File: src/rtl/soc_irq_gateway.sv
// soc_irq_gateway
//  Conditions raw peripheral interrupt lines before the SoC interrupt
//  controller. Each line is synchronised, polarity-corrected, qualified as
//  level or edge and enabled. A triggered line is then held pending on
//  int_req_o until the controller returns the matching int_fin_i pulse.
//
// Ports
//  clk        clock
//  rstn       synchronous active-low reset
//  irq_i      raw asynchronous peripheral interrupt lines (N_IRQ)
//  int_fin_i  one-cycle completion pulses from the interrupt controller
//  int_req_o  registered pending requests to the interrupt controller
//  req_i      register access strobe
//  we_i       1 = write, 0 = read
//  addr_i     byte address: 0x00 MODE, 0x04 POL, 0x08 EN, 0x0C PEND (RO),
//             0x10 OVF (write-1-to-clear)
//  wdata_i    write data
//  rdata_o    read data, valid the cycle after a read strobe
//
// Bus handshake: req_i is a single-cycle strobe with no ready/stall. A write
//  (req_i & we_i) takes effect at the clock edge where it is sampled. A read
//  (req_i & ~we_i) loads rdata_o at that edge; rdata_o then holds its value
//  until the next read. Register bits >= N_IRQ read 0 and ignore writes.
//
// Line state is held in state_q, a packed array of line_state_e, one entry
//  per line, so each line's FSM state is directly visible for probing.

module soc_irq_gateway #(
  parameter int N_IRQ       = 32,
  parameter int SYNC_STAGES = 2
) (
  input  logic             clk,
  input  logic             rstn,
  input  logic [N_IRQ-1:0] irq_i,
  input  logic [N_IRQ-1:0] int_fin_i,
  output logic [N_IRQ-1:0] int_req_o,
  input  logic             req_i,
  input  logic             we_i,
  input  logic [4:0]       addr_i,
  input  logic [31:0]      wdata_i,
  output logic [31:0]      rdata_o
);

  typedef enum logic [1:0] {
    ST_IDLE     = 2'd0,
    ST_PEND     = 2'd1,
    ST_WAIT_REL = 2'd2
  } line_state_e;

  localparam logic [4:0] ADDR_MODE = 5'h00;
  localparam logic [4:0] ADDR_POL  = 5'h04;
  localparam logic [4:0] ADDR_EN   = 5'h08;
  localparam logic [4:0] ADDR_PEND = 5'h0C;
  localparam logic [4:0] ADDR_OVF  = 5'h10;

  logic [N_IRQ-1:0] sync_q [SYNC_STAGES];
  logic [N_IRQ-1:0] prev_q;
  logic [N_IRQ-1:0] mode_q;
  logic [N_IRQ-1:0] pol_q;
  logic [N_IRQ-1:0] en_q;
  logic [N_IRQ-1:0] ovf_q;
  logic [N_IRQ-1:0] again_q;
  line_state_e [N_IRQ-1:0] state_q;

  logic [N_IRQ-1:0] s;
  logic [N_IRQ-1:0] rise;
  logic [N_IRQ-1:0] trig;
  logic [N_IRQ-1:0] pend_v;
  logic [N_IRQ-1:0] ovf_set;
  logic [N_IRQ-1:0] ovf_clr;
  logic             wr_stb;
  logic             rd_stb;
  logic [31:0]      rd_val;

  // Polarity-corrected synchronised level and its rising edge.
  assign s    = sync_q[SYNC_STAGES-1] ^ pol_q;
  assign rise = s & ~prev_q;
  assign trig = (mode_q & rise) | (~mode_q & s);

  assign wr_stb = req_i & we_i;
  assign rd_stb = req_i & ~we_i;

  always_comb begin
    pend_v = '0;
    for (int i = 0; i < N_IRQ; i++) begin
      pend_v[i] = (state_q[i] == ST_PEND);
    end
  end

  // A rise while a repeat is already queued cannot be represented: overflow.
  assign ovf_set = en_q & mode_q & pend_v & again_q & rise;
  assign ovf_clr = (wr_stb && addr_i == ADDR_OVF) ? wdata_i[N_IRQ-1:0] : '0;

  always_comb begin
    rd_val = '0;
    case (addr_i)
      ADDR_MODE: rd_val[N_IRQ-1:0] = mode_q;
      ADDR_POL:  rd_val[N_IRQ-1:0] = pol_q;
      ADDR_EN:   rd_val[N_IRQ-1:0] = en_q;
      ADDR_PEND: rd_val[N_IRQ-1:0] = int_req_o;
      ADDR_OVF:  rd_val[N_IRQ-1:0] = ovf_q;
      default:   rd_val = '0;
    endcase
  end

  // Synchroniser, edge history, configuration registers and read data.
  always_ff @(posedge clk) begin
    if (!rstn) begin
      for (int k = 0; k < SYNC_STAGES; k++) begin
        sync_q[k] <= '0;
      end
      prev_q  <= '0;
      mode_q  <= '0;
      pol_q   <= '0;
      en_q    <= '0;
      ovf_q   <= '0;
      rdata_o <= '0;
    end else begin
      sync_q[0] <= irq_i;
      for (int k = 1; k < SYNC_STAGES; k++) begin
        sync_q[k] <= sync_q[k-1];
      end
      // Edge history runs even while disabled so enabling never fakes an edge.
      prev_q <= s;
      if (wr_stb && addr_i == ADDR_MODE) mode_q <= wdata_i[N_IRQ-1:0];
      if (wr_stb && addr_i == ADDR_POL)  pol_q  <= wdata_i[N_IRQ-1:0];
      if (wr_stb && addr_i == ADDR_EN)   en_q   <= wdata_i[N_IRQ-1:0];
      // Hardware set wins over a same-cycle software clear.
      ovf_q <= (ovf_q & ~ovf_clr) | ovf_set;
      if (rd_stb) rdata_o <= rd_val;
    end
  end

  // Per-line FSMs. int_req_o is registered alongside the state so that it
  // always equals (state_q == ST_PEND).
  always_ff @(posedge clk) begin
    if (!rstn) begin
      for (int i = 0; i < N_IRQ; i++) begin
        state_q[i] <= ST_IDLE;
      end
      again_q   <= '0;
      int_req_o <= '0;
    end else begin
      for (int i = 0; i < N_IRQ; i++) begin
        if (!en_q[i]) begin
          state_q[i]   <= ST_IDLE;
          again_q[i]   <= 1'b0;
          int_req_o[i] <= 1'b0;
        end else begin
          case (state_q[i])
            ST_IDLE: begin
              if (trig[i]) begin
                state_q[i]   <= ST_PEND;
                int_req_o[i] <= 1'b1;
              end else begin
                int_req_o[i] <= 1'b0;
              end
            end
            ST_PEND: begin
              int_req_o[i] <= 1'b1;
              if (mode_q[i]) begin
                if (int_fin_i[i]) begin
                  // A queued or coincident edge re-pends immediately.
                  if (again_q[i] || rise[i]) begin
                    again_q[i] <= again_q[i] & rise[i];
                  end else begin
                    state_q[i]   <= ST_IDLE;
                    again_q[i]   <= 1'b0;
                    int_req_o[i] <= 1'b0;
                  end
                end else if (rise[i]) begin
                  again_q[i] <= 1'b1;
                end
              end else if (int_fin_i[i]) begin
                // Level source still asserted: wait for release before re-arming.
                state_q[i]   <= ST_WAIT_REL;
                int_req_o[i] <= 1'b0;
              end
            end
            ST_WAIT_REL: begin
              int_req_o[i] <= 1'b0;
              if (!s[i]) state_q[i] <= ST_IDLE;
            end
            default: begin
              state_q[i]   <= ST_IDLE;
              again_q[i]   <= 1'b0;
              int_req_o[i] <= 1'b0;
            end
          endcase
        end
      end
    end
  end

endmodule

File: config.mk
export PLATFORM = sky130hd
export DESIGN_NAME = soc_irq_gateway
export DESIGN_NICKNAME = d
export VERILOG_FILES = /design/src/rtl/soc_irq_gateway.sv
export SDC_FILE = /design/constraint.sdc
export NUM_CORES = 1
export LEC_CHECK = 0
export BUFFER_PORTS_ARGS = -buffer_cell sky130_fd_sc_hd__clkbuf_2
export CAP_MARGIN = 10
export CORE_MARGIN = 4
export CORE_UTILIZATION = 55
export CTS_CLUSTER_DIAMETER = 30
export CTS_CLUSTER_SIZE = 14
export DETAILED_ROUTE_END_ITERATION = 16
export PLACE_DENSITY = 0.73
export REMOVE_ABC_BUFFERS = 1
export SKIP_CTS_REPAIR_TIMING = 1
export SLEW_MARGIN = 20
export SYNTH_ARGS = -nofsm -noshare
export SYNTH_HDL_FRONTEND = slang
export SYNTH_SLANG_ARGS = --single-unit
export TNS_END_PERCENT = 5
File: constraint.sdc
create_clock -name clk -period 2 [get_ports clk]
set_input_delay 0.4 -clock clk [delete_from_list [all_inputs] [get_ports clk]]
set_output_delay 0.4 -clock clk [all_outputs]
set_load 0.05 [all_outputs]
# Yosys cells after proc, flatten, opt, wreduce, memory -nomap -nowiden
# Memories as Yosys holds them, arrays and structs flattened.
# Index checks and enable logic that the tools add are counted.
[word_totals]
regBits = 320
mem_bits_rw = 64
in_bits = 105
output_inout_bits = 64
wordCells = 1225
memories = 1
[mem_list]
columns = ["memory", "depth", "word_bits", "rd", "rd_clocked_by_memory_dff", "wr", "line_no", "source"]
rows = [
  ["sync_q", 2, 32, 2, 0, 2, "56", "logic [N_IRQ-1:0] sync_q [SYNC_STAGES];"],
]
[classes]
eq_ne = 260
n_mux = 582
n_bitwise = 83
n_reduce_logical = 197
[ops]
columns = ["operator", "count"]
rows = [
  ["$mux 2", 192],
  ["$mux 1", 290],
  ["$and 32x32->32", 8],
  ["$ne 2x2->1 const B", 128],
  ["$ne 3x3->1 const B", 64],
  ["$pmux 2 s3", 32],
  ["$pmux 32 s5", 1],
  ["$pmux 1 s2", 64],
  ["$reduce_and 4->1", 32],
  ["$mux 32", 3],
  ["$not 32->32", 3],
  ["$reduce_and 3->1", 32],
  ["$eq 2x1->1 const B", 32],
  ["$eq 2x2->1 const B", 32],
  ["$logic_not 2->1", 32],
  ["$or 32x32->32", 2],
  ["$reduce_and 2->1", 32],
  ["$reduce_or 2->1", 32],
  ["$and 1x1->1", 34],
  ["$not 1->1", 33],
  ["$logic_or 1x1->1", 32],
  ["$xor 32x32->32", 1],
  ["$eq 5x4->1 const B", 2],
  ["$eq 5x3->1 const B", 1],
  ["4 further kinds", 8],
]

# Depth between registers and ports, before layout
# Gate-level depths: netlist (run 1).
[logic_depth]
ltp_word = 7
ltp_mapped = 7
mapped_depth_nobuf = 4

# Worst setup path before layout (run 1)
# Ideal clock, no wire load.
[synth_path]
path_kind = "in2reg"
start = "in addr_i[4]"
end = "reg rdata_o[10]"
setup_time_ns = 0.124
arrival_time_ns = 1.636
required_time_ns = 1.876
slack_ns = 0.239
stages = 5
path_buffers = 2
cell_sequence = "clkbuf_1 -> buf_2 -> mux2_2 -> a221oi_1 -> a21oi_1"
[synth_via]
elab_chain_len = 2
word_cells_on_any_way = 6
cone_classes = "eq/ne (4); mux (1); reduce/logical (1)"
[synth_lines]
columns = ["item", "line_no", "source"]
rows = [
  ["start: declaration", "39", "input logic [4:0] addr_i,"],
  ["$eq 5x5->1 (tied with other cells)", "96", "case (addr_i)"],
  ["$pmux 32 s5 *", "96", ""],
  ["end signal: assignment", "130", "if (rd_stb) rdata_o <= rd_val;"],
  ["end: declaration", "41", "output logic [31:0] rdata_o"],
]
# Every way passes the cells marked *; elsewhere a longest branch is shown, timed or not.
# A chain may end at the register's enable or synchronous reset.

# Final worst setup path (run 1)
[layout_path]
start = "reg int_req_o[30]"
end = "out int_req_o[30]"
[layout_rtl]
columns = ["item", "line_no", "source"]
rows = [
  ["start: declaration", "36", "output logic [N_IRQ-1:0] int_req_o,"],
  ["start signal: assignment", "142", "int_req_o <= '0;"],
  ["start signal: indexed assignment", "148", "int_req_o[i] <= 1'b0;"],
  ["start signal: indexed assignment", "154", "int_req_o[i] <= 1'b1;"],
]
# No word-level cell between the ends.

==> summary.md, run 1 <==
| Metric | Value |
|---|---|
| Post-Synth Adder-Cell Area | 0% |
| Final period util | 83.41% |
| Layout cells sized above 1 | 20.01% |
| Post-Layout Cell Count | 2568 |
| Synthesized area | between 15000 and 20000 um2 |
| Measured slew at the worst slew-check pin | about 0.55 ns |
| R2R cell count | 4 |
| # Max-Cap Violations | 0 |
| Largest cells by area after synthesis | dfxtp_1 48%, nand2_1 8.9%, mux2_2 4.2%, and2_1 3.9%, a21oi_1 3.7% |
| Fill cell count | approximately 2200 |
| Post-DP HPWL | 28990 um |
| DRC Markers | 0 |
| Worst hold-check path type | primary input to flop |
| Initial Utilization | around 56% |
| Syn. warnings | 0 |
| Synth cell types | 50 |
| Drt via density | 5.704 |
| Post-synthesis register bit count | ~380 |
| Worst Setup SP | int_req_o[30]$_SDFF_PN0_ |
| Largest family of logic cells by synthesized area | simple AND/OR/NAND/NOR gates |
| PnR Total Power | between 20000 and 25000 uW |
| CP Class | flop to primary output |
| Vias in the first global route | 14130 |
| Placement-stage cell area | between 15000 and 20000 um2 |
| Register area | 7687 um2 |
| Clock Pin Slew Worst Setup and Hold Paths | 0.05 ns |
| Synthesized area per cell | 8.550 um2 |
| First-pass GRT wire length | 70350 um |
| DIE WIDTH | 179.4 um |
| Port-buffer cells | between 150 and 200 |
| H-tree lvl count | 3 |
| Crit end category | primary output |
| Crit-path cells | clkbuf_2 |
| RePlAce Congestion | 0.8787 |
| CP Capture Point | int_req_o[30] |
| Xor-xnor portion of the synthesized cell area | 1.735% |
| Core Region | 28860 um2 |
| All-Layer GR Usage | ~27% |
| Yosys top cell area share | 47.59% |
| Final instance area | 20490 um2 |
| Initial antenna violation count | 5 |
| Power per cell area | between 1000 and 1500 nW/um2 |
| CTS Buffer Depth | 3 |
| Flop2flop setup slack | 0.52 ns |
| Skew-Pair Late Insertion Delay | 0.58 ns |
| VDD IR max | 805.0 uV |
| Final hold vios | 0 |
| Detailed Routing Iterations Pass 1 | 5 |
| Crit path DAT | 1.27 ns |
| Static leakage | 0.007598 uW |
| Crit Path Max Fanout | 2 |
| End-of-flow core utilization | a little under three quarters |
| Sink Count | 384 |
| Overflow left after global routing | 0 |
| Cell accounting for the most synthesized area | dfxtp_1 |
| Placed cells | 2420 |
| Worst stage delay on the critical path | 0.39 ns |
| Drt first-iter violations | 1093 |
| Worst r2r src | pol_q[4]$_SDFFE_PN0P_ |
| WP data required | about 1.6 ns |
| Largest net degree at the start of global routing | 34 |
| Synth-to-layout area growth | 26.88% |
| Slew Limit Fails | 0 |
| Complex-gate fraction of the synthesized area | 19.35% |
| Min Tclk post-route | around 1.7 ns |
| Vias | between 10000 and 15000 |
| Rows | 62 |
| Main flop type after synthesis | dfxtp_1 |
| Worst Path Buf+Inv | 1 |
| Total wire length | 44460 um |
| Post-synth EDFFs | 0 |
| RSZ-0062 raised after global routing | false |
| Async SR Flop Fraction | 0% |
| CP top delay family | flip-flops |
| Die Ht | 179.4 um |
| Clock skew | 0.02184 ns |
| Synth Area in Simple Gates | 23.92% |
| DRT antenna net count | 0 |
| Outcome | complete, no violations |
| FF-to-FF End | int_req_o[4]$_SDFF_PN0_ |
| Number of cells on the critical path | 1 |
| Min-delay src | irq_i[5] |
| Total Nets Final | 2221 |
| Cells after synthesis | 1889 |
| Final setup fails | 0 |
| Mux share of post-synthesis cell area | 4.307% |
| Total CTS buffers | 78 |
| Final setup margin | 0.3318 ns |
| I/O pins | 169 |
| CTS tree | yes |
| Sequential element share of the synthesized area | 47.59% |
| DR WL/cell | about 17 um |
| Slowest stage cell, crit path | dfxtp_1 |
| CTS root buf | clkbuf_16 |
| Slew headroom | a little over three fifths |
| Placement Setup Slack | -0.09422 ns |
| Fmax | 0.5994 GHz |
| Multi-input logic area | ~8000 um2 |
| Die footprint | between 30000 and 40000 um2 |
| Crit path launch type | flop |
## per-layer routing
layer / GRT usage (%) / vias to the layer above / part of all wire, %
met5: 0 / - / 0.027
met4: 11.52 / 2 / 3.2
met3: 5.434 / 124 / 7.0
met2: 44.61 / 564 / 47
met1: 34.71 / 6852 / 43
li1: - / 7106 / -
## report_power, final
part,leakage [uW],total [uW],switching (uW),internal [uW]
combinational,0.00318,712,419,293
clock,0.00130,13200,4290,8860
sequential,0.00311,7800,42.3,7760
total,0.00760,21700,4750,16900
## cells by family (layout without fill, tap and decap cells)
group | count (synthesis) | in the layout
compound gates | 480 | 480
xor+xnor | 32 | 32
buf+inv | 121 | 411
flops | 384 | 384
mux | 62 | 62
other cells | 0 | 5
simple gates | 810 | 810
## cells in the mapped netlist, types with 5 or more instances
master and instances:
a211oi_1 21, a21boi_0 43, a21boi_1 60, a21oi_1 118
a221oi_1 34, a22oi_1 5, a31o_1 13, a31oi_1 36
a41o_1 14, and2_1 100, buf_2 18, clkbuf_1 58
dfxtp_1 384, inv_1 38, mux2_2 60, nand2_1 381
nand2b_1 25, nand3_1 21, nand4_1 19, nor2_1 87
nor2b_1 55, nor3_1 79, nor3b_1 19, o2111ai_1 5
o211ai_1 6, o21ai_0 93, o22ai_1 14, xnor2_1 30
## cells in the final DEF (no fill, tap or decap), types with 6 or more instances in the layout
cell	count
clkinv_4	6
buf_4	52
nor2b_1	55
o21ai_0	93
inv_1	38
clkbuf_1	11
nand3_1	20
o22ai_1	14
nor3_1	79
clkbuf_2	167
mux2_2	60
a211oi_1	21
nand2b_1	24
a41o_1	14
clkinvlp_4	10
nand4_1	19
buf_12	10
xnor2_1	30
a31o_1	13
a21oi_1	118
a21boi_0	43
clkbuf_16	79
bufinv_16	9
a21boi_1	60
nand2_1	381
nor2_1	87
a221oi_1	34
and2_1	99
clkbuf_8	12
o211ai_1	6
clkinv_2	9
a31oi_1	36
nor3b_1	19
dfxtp_1	384
## area by class of cell
type | count | area share [%]
Tap cell | 384 | 2.344
Timing Repair Buffer | 230 | 7.027
Multi-Input combinational cell | 1384 | 39.07
Inverter | 38 | 0.6960
Clock buffer | 101 | 10.59
Antenna cell | 5 | 0.06105
Sequential cell | 384 | 37.51
Clock inverter | 42 | 2.699
## through the flow
stage / hold WS [ns] / setup TNS [ns]
finish: 0.02904 / 0
global route: 0.02390 / 0
CTS: 0.01117 / 0
detailed placement: 0.4192 / -2.266
global placement: 0.4126 / -1.852
floorplan: 0.4118 / -115.60
## flip-flops by register name, indices dropped and copies added, names as in the netlist
signal     flops
state_q       64
sync_q        64
again_q       32
en_q          32
int_req_o     32
mode_q        32
ovf_q         32
pol_q         32
prev_q        32
rdata_o       32
## worst min path at each step
stage	endpoint	slack, ns	cells after the start
after floorplan	sync_q[0][32]$_SDFF_PN0_	0.41	1
after global placement	sync_q[0][36]$_SDFF_PN0_	0.41	1
after detailed placement	sync_q[0][44]$_SDFF_PN0_	0.42	1
after CTS	sync_q[0][5]$_SDFF_PN0_	0.01	2
after global routing	sync_q[0][6]$_SDFF_PN0_	0.02	2
final	sync_q[0][5]$_SDFF_PN0_	0.03	2
No activity file was read; power rests on OpenSTA's default activity.
==> run 2: changes to the inputs <==
==> constraint.sdc (replaced) <==
create_clock -name clk -period 1.7 [get_ports clk]
set_input_delay 0.34 -clock clk [delete_from_list [all_inputs] [get_ports clk]]
set_output_delay 0.34 -clock clk [all_outputs]
set_load 0.05 [all_outputs]
==> run 2 against run 1 <==
Non-clock buffer count up 23. Largest power group unchanged. Sequential power up 18%. Design area increased by 2.6%. Combinational power up 26%. The flow now finishes with violations (hold timing).
==> summary.md, run 2 (synthesized netlist as in run 1, its figures left out) <==
| Metric | Value |
|---|---|
| Worst r2r src | pol_q[4]$_SDFFE_PN0P_ |
| Worst hold-check path type | primary input to flop |
| Core Region | 28860 um2 (unchanged) |
| CTS root buf | clkbuf_16 |
| Min Tclk post-route | 1.596 ns |
| Crit-path cells | clkbuf_2 |
| Clock Pin Slew Worst Setup and Hold Paths | 0.05 ns (about the same) |
| FF-to-FF End | int_req_o[4]$_SDFF_PN0_ |
| Flop2flop setup slack | 0.22 ns (-0.30 ns) |
| Vias in the first global route | 14380 (+1.8%) |
| Hold EP | sync_q[0][15]$_SDFF_PN0_ |
| Die Ht | 179.4 um (unchanged) |
| Port-buffer cells | 168 (unchanged) |
| Fmax | 0.6267 GHz |
| First-pass GRT wire length | 72260 um (+2.7%) |
| Final setup margin | 0.1044 ns (-0.2274 ns) |
| Total wire length | 45420 um (+2.2%) |
| Failing checks | hold timing |
| DIE WIDTH | 179.4 um (unchanged) |
| Rows | 62 (unchanged) |
| Worst Path Buf+Inv | 1 (unchanged) |
| Placement Setup Slack | -0.3389 ns (-0.2446 ns) |
| Largest net degree at the start of global routing | 53 (+56%) |
| Layout cells sized above 1 | 20.24% (+0.23 points) |
| Regs by FF count | state_q: 64 flops, sync_q: 64 flops |
| Power per cell area | 1261 nW/um2 (+19%) |
| Commonest non-fill, non-tap cells in the layout | 384 x dfxtp_1, 381 x nand2_1, 167 x clkbuf_2, 118 x a21oi_1, 99 x and2_1 |
| Outcome | finished, violations left |
| Clock skew | 0.01761 ns (-0.004228 ns) |
| Slew headroom | 64.12% (+0.95 points) |
| CTS tree | yes |
| Synth-to-layout area growth | 30.16% |
| Setup TNS | 0 ns (unchanged) |
| Crit end category | primary output |
| Slew Limit Fails | 0 (unchanged) |
| RePlAce Congestion | 0.8812 (+0.28%) |
| Hold WS | -0.01352 ns (-0.04256 ns) |
| DRC Markers | 0 (unchanged) |
| RSZ-0062 raised after global routing | false |
| Skew-Pair Late Insertion Delay | 0.58 ns (about the same) |
| CP Class | flop to primary output |
| Measured slew at the worst slew-check pin | 0.5382 ns (-0.007321 ns) |
| Crit path launch type | flop |
| Most common cell after layout, fill and taps aside | dfxtp_1 |
| Total Nets Final | 2248 (+1.2%) |
| Sink Count | 384 (unchanged) |
| Hold Path Depth | 2 (unchanged) |
| Final hold vios | 2 (+2) |
| Final period util | 93.86% |
| Initial Utilization | 55.97% (unchanged) |
| Overflow left after global routing | 0 (unchanged) |
| Final setup fails | 0 (unchanged) |
| I/O pins | 169 (unchanged) |
| All-Layer GR Usage | 27.64% (+0.61 points) |
| Drt via density | 5.762 (+1.0%) |
| Worst stage delay on the critical path | 0.39 ns (about the same) |
| # Max-Cap Violations | 0 (unchanged) |
| Post-DP HPWL | 29360 um (+1.3%) |
| CP top delay family | flip-flops |
| CTS Buffer Depth | 3 (unchanged) |
| Drt first-iter violations | 1171 (+7.1%) |
| H-tree lvl count | 3 (unchanged) |
| Crit Path Max Fanout | 2 (unchanged) |
| Slowest stage cell, crit path | dfxtp_1 |
| Initial antenna violation count | 5 (unchanged) |
| Min-delay src | irq_i[15] |
| Vias | 14980 (+2.3%) |
| Static leakage | 0.007848 uW (+3.3%) |
| WP data required | 1.36 ns (-0.24 ns) |
| Die footprint | 32170 um2 (unchanged) |
| DR WL/cell | 17.47 um (+0.91%) |
| Crit path DAT | 1.26 ns (about the same) |
| Detailed Routing Iterations Pass 1 | 5 (unchanged) |
| R2R cell count | 4 (unchanged) |
| Total CTS buffers | 82 (+5.1%) |
| DRT antenna net count | 0 (unchanged) |
| VDD IR max | 1008 uV (+25%) |
run 2: final cells by class:
cell class                      count  area (um2)
Multi-Input combinational cell   1384        8008
Fill cell                        2119        7834
Sequential cell                   384        7687
Clock buffer                      105        2291
Timing Repair Buffer              253        1783
Clock inverter                     49       624.3
Tap cell                          384       480.5
Inverter                           38       142.6
Antenna cell                        3       7.507
run 2: stage by stage:
step                      hold WS (ns)  std cells  total power (uW)  utilization, %  instance area, um2
after global routing          0.002097       2599             27220           72.85               21020
after CTS                     -0.04352       2574             26650           72.03               20790
after detailed placement        0.4169       2420             10190           61.93               17870
after global placement          0.4132       2420             10170           61.93               17870
after floorplan                 0.4118       1806              9640               -               15800
final                         -0.01352       2600             26500           72.85               21020
run 2: how the worst max path moves through the flow:
stage	start	endpoint	slack [ns]	depth (start not counted)
CTS	int_req_o[30]$_SDFF_PN0_	int_req_o[30]	0.08	1
global placement	addr_i[1]	mode_q[7]$_SDFFE_PN0P_	-0.33	6
detailed placement	addr_i[1]	mode_q[15]$_SDFFE_PN0P_	-0.34	6
floorplan	we_i	rdata_o[0]$_SDFFE_PN0P_	-1.50	4
finish	rdata_o[12]$_SDFFE_PN0P_	rdata_o[12]	0.10	1
global route	int_req_o[30]$_SDFF_PN0_	int_req_o[30]	0.05	1
run 2: layer usage:
layer | vias up | share of wire, % | GRT usage (%)
met4 | 6 | 3.3 | 11.36
li1 | 7172 | - | -
met2 | 613 | 46 | 45.82
met3 | 131 | 8.1 | 5.896
met5 | - | 0.099 | 0
met1 | 7060 | 42 | 35.28
run 2: report_power, final:
group / total (uW) / switching, uW / leakage, uW / internal (uW)
clock network: 16400 / 5090 / 0.00142 / 11300
registers: 9180 / 48.9 / 0.00311 / 9130
logic: 898 / 506 / 0.00332 / 392
total: 26500 / 5640 / 0.00785 / 20900
